===== src/rtl/pgr_apb_mst_32bit.sv =====
// APB3/APB4 master for the UART debug channel.
// Takes one parsed command, runs a single APB transfer with a pready
// watchdog, and on reads streams the result back LSB byte first.
module pgr_apb_mst_32bit #(
    parameter int          AW           = 16,
    parameter int          DW           = 32,
    parameter int          SW           = 4,
    parameter int          TIMEOUT_CYC  = 1024,
    parameter logic [31:0] TIMEOUT_DATA = 32'hDEAD_BEEF
) (
    input  logic          clk,
    input  logic          rst,
    input  logic          cmd_en,
    input  logic          we,
    input  logic [AW-1:0] addr,
    input  logic [DW-1:0] wdata,
    input  logic [SW-1:0] strb,
    input  logic          strb_en,
    output logic          cmd_done,
    output logic          apb_psel,
    output logic          apb_penable,
    output logic          apb_pwrite,
    output logic [AW-1:0] apb_paddr,
    output logic [DW-1:0] apb_pwdata,
    output logic [SW-1:0] apb_pstrb,
    input  logic [DW-1:0] apb_prdata,
    input  logic          apb_pready,
    input  logic          apb_pslverr,
    output logic [7:0]    tx_data,
    output logic          tx_valid,
    input  logic          tx_ready,
    output logic          err_flag,
    output logic          busy
);

    localparam int            NBYTE    = DW / 8;
    localparam int            IW       = (NBYTE > 1) ? $clog2(NBYTE) : 1;
    localparam logic [IW-1:0] LAST_IDX = IW'(NBYTE - 1);
    localparam logic [15:0]   WDOG_MAX = 16'(TIMEOUT_CYC - 1);
    localparam logic [DW-1:0] TO_DATA  = TIMEOUT_DATA[DW-1:0];

    typedef enum logic [2:0] {
        ST_IDLE,
        ST_SETUP,
        ST_ACCESS,
        ST_RESP,
        ST_DONE
    } state_t;

    state_t          state_reg;
    logic            psel_reg;
    logic            penable_reg;
    logic            pwrite_reg;
    logic [AW-1:0]   paddr_reg;
    logic [DW-1:0]   pwdata_reg;
    logic [SW-1:0]   pstrb_reg;
    logic [DW-1:0]   rdata_reg;
    logic [15:0]     wdog_reg;
    logic [IW-1:0]   idx_reg;
    logic [7:0]      tx_data_reg;
    logic            tx_valid_reg;
    logic            cmd_done_reg;
    logic            err_flag_reg;
    logic            busy_reg;

    // Read data that ACCESS would latch this cycle: slave data, or the
    // timeout marker when the watchdog gives up.
    logic [DW-1:0]   rdata_next;
    logic [IW-1:0]   idx_next;
    logic [7:0]      rd_byte [NBYTE];

    assign rdata_next = apb_pready ? apb_prdata : TO_DATA;
    assign idx_next   = idx_reg + IW'(1);

    genvar gi;
    generate
        for (gi = 0; gi < NBYTE; gi++) begin : g_byte
            assign rd_byte[gi] = rdata_reg[gi*8 +: 8];
        end
    endgenerate

    // Transfer sequencer; every output is a register updated on transitions.
    always_ff @(posedge clk or posedge rst) begin
        if (rst) begin
            state_reg    <= ST_IDLE;
            psel_reg     <= 1'b0;
            penable_reg  <= 1'b0;
            pwrite_reg   <= 1'b0;
            paddr_reg    <= '0;
            pwdata_reg   <= '0;
            pstrb_reg    <= '0;
            rdata_reg    <= '0;
            wdog_reg     <= '0;
            idx_reg      <= '0;
            tx_data_reg  <= '0;
            tx_valid_reg <= 1'b0;
            cmd_done_reg <= 1'b0;
            err_flag_reg <= 1'b0;
            busy_reg     <= 1'b0;
        end else begin
            case (state_reg)
                ST_IDLE: begin
                    cmd_done_reg <= 1'b0;
                    if (cmd_en) begin
                        psel_reg    <= 1'b1;
                        penable_reg <= 1'b0;
                        pwrite_reg  <= we;
                        paddr_reg   <= addr;
                        pwdata_reg  <= wdata;
                        pstrb_reg   <= we ? (strb_en ? strb : '1) : '0;
                        busy_reg    <= 1'b1;
                        state_reg   <= ST_SETUP;
                    end
                end
                ST_SETUP: begin
                    penable_reg <= 1'b1;
                    wdog_reg    <= '0;
                    state_reg   <= ST_ACCESS;
                end
                ST_ACCESS: begin
                    wdog_reg <= wdog_reg + 16'd1;
                    // pready has priority over an expiring watchdog
                    if (apb_pready || (wdog_reg == WDOG_MAX)) begin
                        err_flag_reg <= apb_pready ? apb_pslverr : 1'b1;
                        psel_reg     <= 1'b0;
                        penable_reg  <= 1'b0;
                        pwrite_reg   <= 1'b0;
                        paddr_reg    <= '0;
                        pwdata_reg   <= '0;
                        pstrb_reg    <= '0;
                        if (pwrite_reg) begin
                            cmd_done_reg <= 1'b1;
                            state_reg    <= ST_DONE;
                        end else begin
                            rdata_reg    <= rdata_next;
                            idx_reg      <= '0;
                            tx_data_reg  <= rdata_next[7:0];
                            tx_valid_reg <= 1'b1;
                            state_reg    <= ST_RESP;
                        end
                    end
                end
                ST_RESP: begin
                    // tx_data only moves on a handshake, so it is stable while stalled
                    if (tx_ready) begin
                        if (idx_reg == LAST_IDX) begin
                            tx_valid_reg <= 1'b0;
                            tx_data_reg  <= '0;
                            cmd_done_reg <= 1'b1;
                            state_reg    <= ST_DONE;
                        end else begin
                            idx_reg     <= idx_next;
                            tx_data_reg <= rd_byte[idx_next];
                        end
                    end
                end
                ST_DONE: begin
                    cmd_done_reg <= 1'b0;
                    busy_reg     <= 1'b0;
                    state_reg    <= ST_IDLE;
                end
                default: begin
                    state_reg <= ST_IDLE;
                end
            endcase
        end
    end

    assign apb_psel    = psel_reg;
    assign apb_penable = penable_reg;
    assign apb_pwrite  = pwrite_reg;
    assign apb_paddr   = paddr_reg;
    assign apb_pwdata  = pwdata_reg;
    assign apb_pstrb   = pstrb_reg;
    assign tx_data     = tx_data_reg;
    assign tx_valid    = tx_valid_reg;
    assign cmd_done    = cmd_done_reg;
    assign err_flag    = err_flag_reg;
    assign busy        = busy_reg;

endmodule


===== config.mk =====
export PLATFORM = sky130hd
export DESIGN_NAME = pgr_apb_mst_32bit
export DESIGN_NICKNAME = d
export VERILOG_FILES = /design/src/rtl/pgr_apb_mst_32bit.sv
export SDC_FILE = /design/constraint.sdc
export NUM_CORES = 1
export LEC_CHECK = 0
export ABC_CLOCK_PERIOD_IN_PS = 5700
export CORE_UTILIZATION = 40
export CTS_CLUSTER_DIAMETER = 40
export DETAILED_ROUTE_END_ITERATION = 10
export GPL_TIMING_DRIVEN = 0
export HOLD_SLACK_MARGIN = 0.03
export PLACE_DENSITY = 0.78
export SYNTH_ARGS = -nofsm -noshare
export SYNTH_HDL_FRONTEND = slang
export SYNTH_SLANG_ARGS = --single-unit

===== constraint.sdc =====
create_clock -name clk -period 5.7 [get_ports clk]
set_input_delay 1.14 -clock clk [delete_from_list [all_inputs] [get_ports clk]]
set_output_delay 1.14 -clock clk [all_outputs]
set_load 0.01 [all_outputs]

==> results.ini, run 1 <==
[clocking]
max-clock-path-buffers=2
htreeDepth=4
numCtsBuffers=17
cts.clk_slew.worst_paths_ns=0.05
ctsHoldBuffers=0
cts_sinks=120
post_cts_buffers=0
clockRootBuffer=clkbuf_16
ctsResizeCount=0
worstSkewPairLatency_ns=0.41
cts_tree=done

[timing]
slew_headroom=0.214
drv_slew=0
rsz0062_at_grt=no
worst_slew_pin_slew_ns=1.18
setup_viol=0
fmax_mhz=343
hold_viol_final=0
timing.final.crit_share=0.512
fin_ws_ns=2.78
period_needed_ns=2.92
finalClockSkew_ns=0.0106

[synthesis]
synth_area_sq_um=5100
synth_ff_type=dfrtp_1
synthSimpleGateAreaFrac=0.0861
muxShareOfSynthArea=0.0589
synth_top_area_frac=0.589
synth_seq_area_share=0.589
synth-xor-area-share=0.00172
synth.most_common_cell=dfrtp_1
synth_cell_types=50
ys_ff_latch=120
ys_top_cells_by_area=dfrtp_1, a22o_1, o22a_1, mux4_2, mux2_2
synth_common_cells=dfrtp_1, a22o_1, o22a_1
synth_top_family_by_area=compound AO/OA/AOI/OAI gates
synth_fa_ha_area_frac=0.00490
synth-compound-area-share=0.220
yosys.area.top_type=dfrtp_1
async_reset_ff_frac=1.00
synth_edf_count=0
synth_nets=485
syn_area_per_cell_sq_um=13.0
postSynthCellCount=391
yosys_warnings=0

[placed_design]
placed_area_sq_um=6930
gp_congestion=0.824
hpwl_um=9700
place_inst=718
place_ws_ns=2.34
io_buffers=158

[detailed_routing]
num_vias=4067
drtIter0Drc=248
drt_first_pass_iters=4
drt-vias-per-instance=5.42
avgRoutedWirePerCell_um=18.0
drc=0
routed_wl_um=13500
antenna_left=0

[floorplan]
initial_core_util=0.418
fp.dieW_um=115
core-area_sq_um=12200
die_h_um=115
rows=40
ios=159
die_area_sq_um=13200

[power]
p_per_area_nw_per_um2=570
p_sw_frac=0.324
pwr-share-clk=0.255
internal_power_mw=2.90
combPwrFrac=0.407
vdd_drop_max_mv=0.271
seqPwrFrac=0.338
p_switching_mw=1.39
static-leakage-power_nw=3.18
power_mw=4.30

[setup_path]
cp_top_family=simple AND/OR/NAND/NOR gates
cp_slowest_cell=nor4b_2
slowest_delay_ns=0.73
reg2reg_slack_ns=3.13
critPathMaxFanout=10
worstPathCellList=clkdlybuf4s50_1 -> nor4b_2 -> clkbuf_1 -> nand2_1 -> o2bb2ai_1
end_kind=flop
crit_required_ns=6.03
path_buf_inv=2
startpoint_type=input port
crit_type=in -> reg
worstPathArrival_ns=3.25

[final_layout]
fillers=971
diodes=0
layout-drive-gt1-share=0.115
fin_area_sq_um=7540
area_growth_pct=47.8
final_cells=750
finalNetCount=663

[grt]
grt_usage=0.225
first_global_vias=4472
gr-total-overflow=0
grt_antenna_before_repair=0
grt_max_degree=98
grt_pass1_wl_um=22700

[job]
max-cap-violations=0

[worst_hold_path]
hp-class=reg -> reg

[outcome]
status=complete, no violations

## worst register-to-register path, stage by stage (launching register included)
cell      delay (ns)
dfrtp_1         0.45
nor3b_1         0.97
nand3_1         0.42
clkbuf_1        0.34
o22a_1          0.28
## through the flow
step                utilization  setup TNS (ns)  hold WS, ns
detailed placement        0.567               0        0.472
global route              0.617               0        0.493
CTS                       0.617               0        0.484
floorplan                     -               0        0.448
finish                    0.617               0        0.483
global placement          0.565          -19.50        0.462
## cells in the final DEF (no fill, tap or decap), types with 4 or more instances in the layout
cell type        count
nand3_1             11
buf_6                6
o31ai_1              4
nor2b_1              6
inv_1                9
a21oi_1              5
o211ai_1             6
o22a_1              24
a22o_1              63
dfrtp_1            120
nand2_1             16
clkdlybuf4s50_1    158
clkbuf_1            20
nor2_1               5
o21ai_0             15
o2bb2ai_1            4
nand2b_1             9
clkbuf_16           17
mux4_2               8
clkinvlp_4           4
mux2_2               8
## layout make-up
type	instances	area (sq um)	area share
plain buffers	30	165	0.0219
clock buffers	18	439	0.0582
clock inverters	14	174	0.0231
inverters	10	42.5	0.00564
multi-input cells	231	1900	0.252
flip-flops and latches	120	3000	0.398
well taps	168	210	0.0279
repair buffers	159	1610	0.213
## logic make-up (layout without fill, tap and decap cells)
family	count (synthesis)	in the layout
AO/OA/AOI/OAI	139	139
adder cells (fa/ha/maj)	2	2
AND/OR/NAND/NOR	70	70
XOR/XNOR	1	1
buffers and inverters	40	231
multiplexers	19	19
flip-flops	120	120
## layer usage
metal  vias up  wire, um  GRT usage
met2       152      6830      0.377
met5         -         0          0
met3        20       918     0.0633
met1      2031      5530      0.275
li1       1864         -          -
met4         0       244     0.0883
## worst paths after layout
path | depth (start not counted) | to | start
min | 1 | apb_psel$_DFFE_PP0P_ | apb_psel$_DFFE_PP0P_
max in group asynchronous | 3 | rdata_reg[22]$_DFFE_PP0P_ | rst
max | 5 | apb_pstrb[1]$_DFFE_PP0P_ | cmd_en
min in group asynchronous | 2 | apb_pwdata[19]$_DFFE_PP0P_ | rst
min reg2reg | 1 | apb_psel$_DFFE_PP0P_ | apb_psel$_DFFE_PP0P_
max reg2reg | 4 | rdata_reg[9]$_DFFE_PP0P_ | state_reg[0]$_DFFE_PP0P_
## power groups by stage
stage	Sequential (mW)	Combinational, mW	Clock, mW
2_1_floorplan	1.51	0.881	0
3_3_place_gp	1.44	1.71	0
3_5_place_dp	1.45	1.75	0
4_1_cts	1.45	1.76	1.11
5_1_grt	1.50	1.89	1.16
6_report	1.45	1.75	1.09
Power figures use the tool's default switching activity.
==> inputs of run 2 (changes only) <==
Settings changed: ABC_CLOCK_PERIOD_IN_PS 5700 to 2800.
Clock period 5.7 ns to 2.8 ns, I/O delays scaled along.
==> results.ini, run 2 (synthesis results as in run 1) <==
[outcome]
status=complete, no violations

[power]
pwr-share-clk=0.255
vdd_drop_max_mv=0.605
p_per_area_nw_per_um2=1160
p_switching_mw=2.81
seqPwrFrac=0.337
p_sw_frac=0.320
static-leakage-power_nw=3.19
internal_power_mw=5.97
combPwrFrac=0.408

[timing]
whs_ns=0.477
fin_ws_ns=0.265
worst_slew_pin_slew_ns=1.07
slew_headroom=0.282
hold_viol_final=0
period_needed_ns=2.54
finalClockSkew_ns=0.0103
timing.final.crit_share=0.905
fmax_mhz=394
drv_slew=0
setup_viol=0
rsz0062_at_grt=no

[grt]
first_global_vias=4283
grt_max_degree=44
gr-total-overflow=0
grt_usage=0.218
grt_antenna_before_repair=0
grt_pass1_wl_um=21700

[setup_path]
startpoint_type=flop
rr_startpoint=state_reg[0]$_DFFE_PP0P_
crit_type=reg -> reg
end_kind=flop
crit_required_ns=3.08
critPathMaxFanout=10
reg2reg_slack_ns=0.26
timing.rr.end=rdata_reg[1]$_DFFE_PP0P_
worstRegToRegCells=4
worstPathArrival_ns=2.82

[worst_hold_path]
hp-class=reg -> reg
min_delay_path_depth=2
holdPathEnd=err_flag$_DFFE_PP0P_
hp-start=err_flag$_DFFE_PP0P_

[clocking]
numCtsBuffers=17
max-clock-path-buffers=2
cts.clk_slew.worst_paths_ns=0.06
ctsResizeCount=0
ctsHoldBuffers=0
worstSkewPairLatency_ns=0.41
cts_sinks=120
htreeDepth=4
cts_tree=done
post_cts_buffers=0
clockRootBuffer=clkbuf_16

[detailed_routing]
drt_first_pass_iters=4
drt-vias-per-instance=5.43
num_vias=4071
drc=0
antenna_left=0
routed_wl_um=13500
drtIter0Drc=287
avgRoutedWirePerCell_um=18.0

[final_layout]
final_util=0.618
final_common_cell=clkdlybuf4s50_1
final_cells=750
most-common-layout-cells=clkdlybuf4s50_1, dfrtp_1, a22o_1
finalNetCount=664
diodes=0
area_growth_pct=47.9
layout-drive-gt1-share=0.113

[job]
max-cap-violations=0

[floorplan]
die_area_sq_um=13200
die_h_um=115
initial_core_util=0.418
ios=159
fp.dieW_um=115
core-area_sq_um=12200
rows=40

[placed_design]
place_inst=719
place_ws_ns=-0.0328
hpwl_um=9560
io_buffers=158
gp_congestion=0.773

-- run 2: cell type report --
cell class	count	area [sq um]
clock inverter	13	179
buffer	30	165
timing repair buffer	160	1620
inverter	10	41.3
fill	1013	4670
sequential	120	3000
tap	168	210
multi-input combinational	231	1900
clock buffer	18	429
-- run 2: power by group through the flow --
stage / sequential [mW] / clock, mW / combinational, mW
detailed placement: 2.94 / 0 / 3.57
finish: 2.96 / 2.24 / 3.58
CTS: 2.95 / 2.27 / 3.60
floorplan: 3.08 / 0 / 1.79
global placement: 2.94 / 0 / 3.47
global route: 3.03 / 2.35 / 3.85
-- run 2: layer usage --
| metal | wire length (um) | vias to the layer above | GRT usage | share of wire |
|---|---|---|---|---|
| met3 | 793 | 20 | 0.0527 | 0.059 |
| met2 | 6660 | 166 | 0.357 | 0.49 |
| met5 | 0 | - | 0 | 0 |
| met1 | 5800 | 2012 | 0.277 | 0.43 |
| li1 | - | 1873 | - | - |
| met4 | 230 | 0 | 0.0909 | 0.017 |
-- run 2: worst max-delay path by stage --
stage / startpoint / end / slack (ns) / cells past startpoint
2_1_floorplan: rst / apb_paddr[0]$_DFFE_PP0P_ / 0.77 / 1
3_3_place_gp: rst / apb_pwdata[7]$_DFFE_PP0P_ / -0.24 / 2
3_5_place_dp: cmd_en / apb_pstrb[3]$_DFFE_PP0P_ / -0.03 / 5
4_1_cts: state_reg[0]$_DFFE_PP0P_ / rdata_reg[1]$_DFFE_PP0P_ / 0.32 / 4
5_1_grt: state_reg[0]$_DFFE_PP0P_ / apb_pstrb[3]$_DFFE_PP0P_ / 0.07 / 5
6_report: state_reg[0]$_DFFE_PP0P_ / rdata_reg[1]$_DFFE_PP0P_ / 0.26 / 4
-- run 2: per-stage QoR --
stage / power, mW / area (sq um) / TNS (ns)
floorplan: 4.88 / 5110 / 0
global placement: 6.41 / 6900 / -27.32
detailed placement: 6.51 / 6940 / -0.0515
CTS: 8.82 / 7550 / 0
global route: 9.23 / 7550 / 0
finish: 8.78 / 7550 / 0
-- run 2: worst max-delay path, cell delays in order, from the launching register on --
cell,delay (ns)
dfrtp_1,0.45
nor3b_1,0.89
nand3_1,0.42
clkbuf_1,0.36
o22a_1,0.29
==> inputs of run 3 (changes only) <==
Settings changed: CTS_CLUSTER_SIZE set to 28, GPL_TIMING_DRIVEN 0 to 1, REMOVE_ABC_BUFFERS set to 1.
==> results.ini, run 3 (synthesis results as in run 1) <==
[grt]
gr-total-overflow=0
grt_antenna_before_repair=0
grt_pass1_wl_um=21800
grt_max_degree=72
grt_usage=0.218
first_global_vias=4293

[clocking]
max-clock-path-buffers=2
htreeDepth=4
worstSkewPairLatency_ns=0.40
cts_tree=done
cts.clk_slew.worst_paths_ns=0.05
ctsHoldBuffers=0
cts_sinks=120
numCtsBuffers=17
post_cts_buffers=0
ctsResizeCount=0
clockRootBuffer=clkbuf_16

[detailed_routing]
drc=0
drt_first_pass_iters=4
drtIter0Drc=164
avgRoutedWirePerCell_um=18.1
antenna_left=0
routed_wl_um=13300
num_vias=4002
drt-vias-per-instance=5.47

[final_layout]
most-common-layout-cells=clkdlybuf4s50_1, dfrtp_1, a22o_1
final_common_cell=clkdlybuf4s50_1
diodes=0
layout-drive-gt1-share=0.121
fillers=938
finalNetCount=647
area_growth_pct=47.1

[timing]
period_needed_ns=2.18
slew_headroom=0.474
timing.final.crit_share=0.779
setup_viol=0
rsz0062_at_grt=no
fin_ws_ns=0.618
finalClockSkew_ns=0.00713
drv_slew=0
worst_slew_pin_slew_ns=0.769
hold_viol_final=0
fmax_mhz=458

[setup_path]
startpoint_type=flop
crit_required_ns=3.05
reg2reg_slack_ns=0.62
slowest_delay_ns=0.76
worstSetupStartpoint=wdog_reg[0]$_DFFE_PP0P_
rr_startpoint=wdog_reg[0]$_DFFE_PP0P_
worstPathArrival_ns=2.43
path_buf_inv=0
cp_slowest_cell=a2111oi_0
cp_top_family=compound AO/OA/AOI/OAI gates
worstRegToRegCells=5
timing.rr.end=apb_pwrite$_DFFE_PP0P_
worstPathCellList=ha_1 -> and4_1 -> nand4_4 -> a2111oi_0 -> o21ai_0
end_kind=flop
critPathMaxFanout=6
crit_type=reg -> reg

[power]
p_per_area_nw_per_um2=1160
power_mw=8.69
static-leakage-power_nw=3.19
vdd_drop_max_mv=0.616

[floorplan]
fp.dieW_um=115
initial_core_util=0.418
core-area_sq_um=12200
ios=159
rows=40
die_area_sq_um=13200
die_h_um=115

[placed_design]
gp_congestion=0.801
place_ws_ns=0.527
hpwl_um=9230
io_buffers=158

[worst_hold_path]
holdPathEnd=tx_valid$_DFFE_PP0P_
hp-class=reg -> reg
min_delay_path_depth=1
hp-start=tx_valid$_DFFE_PP0P_

[outcome]
status=complete, no violations

[job]
max-cap-violations=0

==> run 3: how the worst max path moves through the flow <==
stage          slack (ns)                   endpoint  cells past startpoint
2_1_floorplan       -0.95   apb_paddr[0]$_DFFE_PP0P_                      1
3_3_place_gp         0.55  rdata_reg[17]$_DFFE_PP0P_                      5
3_5_place_dp         0.53  rdata_reg[24]$_DFFE_PP0P_                      5
4_1_cts              0.57     apb_pwrite$_DFFE_PP0P_                      5
5_1_grt              0.39     apb_pwrite$_DFFE_PP0P_                      5
6_report             0.62     apb_pwrite$_DFFE_PP0P_                      5
==> run 3: final cells by class <==
type / count / area [sq um] / share of cell area
clock buffers: 22 / 484 / 0.0645
clock inverters: 8 / 120 / 0.0160
inverters: 10 / 40.0 / 0.00533
multi-input cells: 231 / 1910 / 0.254
flip-flops and latches: 120 / 3000 / 0.400
well taps: 168 / 210 / 0.0280
repair buffers: 173 / 1740 / 0.232
==> run 3: worst register-to-register path, stage by stage, from the launching register on <==
cell       delay (ns)
dfrtp_1          0.38
ha_1             0.23
and4_1           0.36
nand4_4          0.16
a2111oi_0        0.76
o21ai_0          0.15
==> run 3: per-stage QoR <==
stage                     TNS [ns]  utilization  instance area, sq um  instances  hold WS, ns
final                            0        0.615                  7510        732        0.477
after global routing             0        0.615                  7510        732        0.501
after CTS                        0        0.615                  7510        732        0.484
after detailed placement         0        0.565                  6900        702        0.470
after global placement           0        0.565                  6900        702        0.460
after floorplan            -132.49            -                  4940        361        0.448
==> run 3: where the power goes <==
part,internal (mW),switching (mW),leakage [nW],total (mW)
clock network,1.48,0.721,0.294,2.20
registers,2.49,0.508,1.52,3.00
logic,1.99,1.50,1.38,3.50
total,5.96,2.73,3.19,8.69
==> run 3: routing by layer <==
metal	track usage	vias to the layer above	share of wire
li1	-	1830	-
met1	0.277	2022	0.42
met2	0.355	138	0.49
met3	0.0733	12	0.073
met4	0.0632	0	0.0084
met5	0	-	0
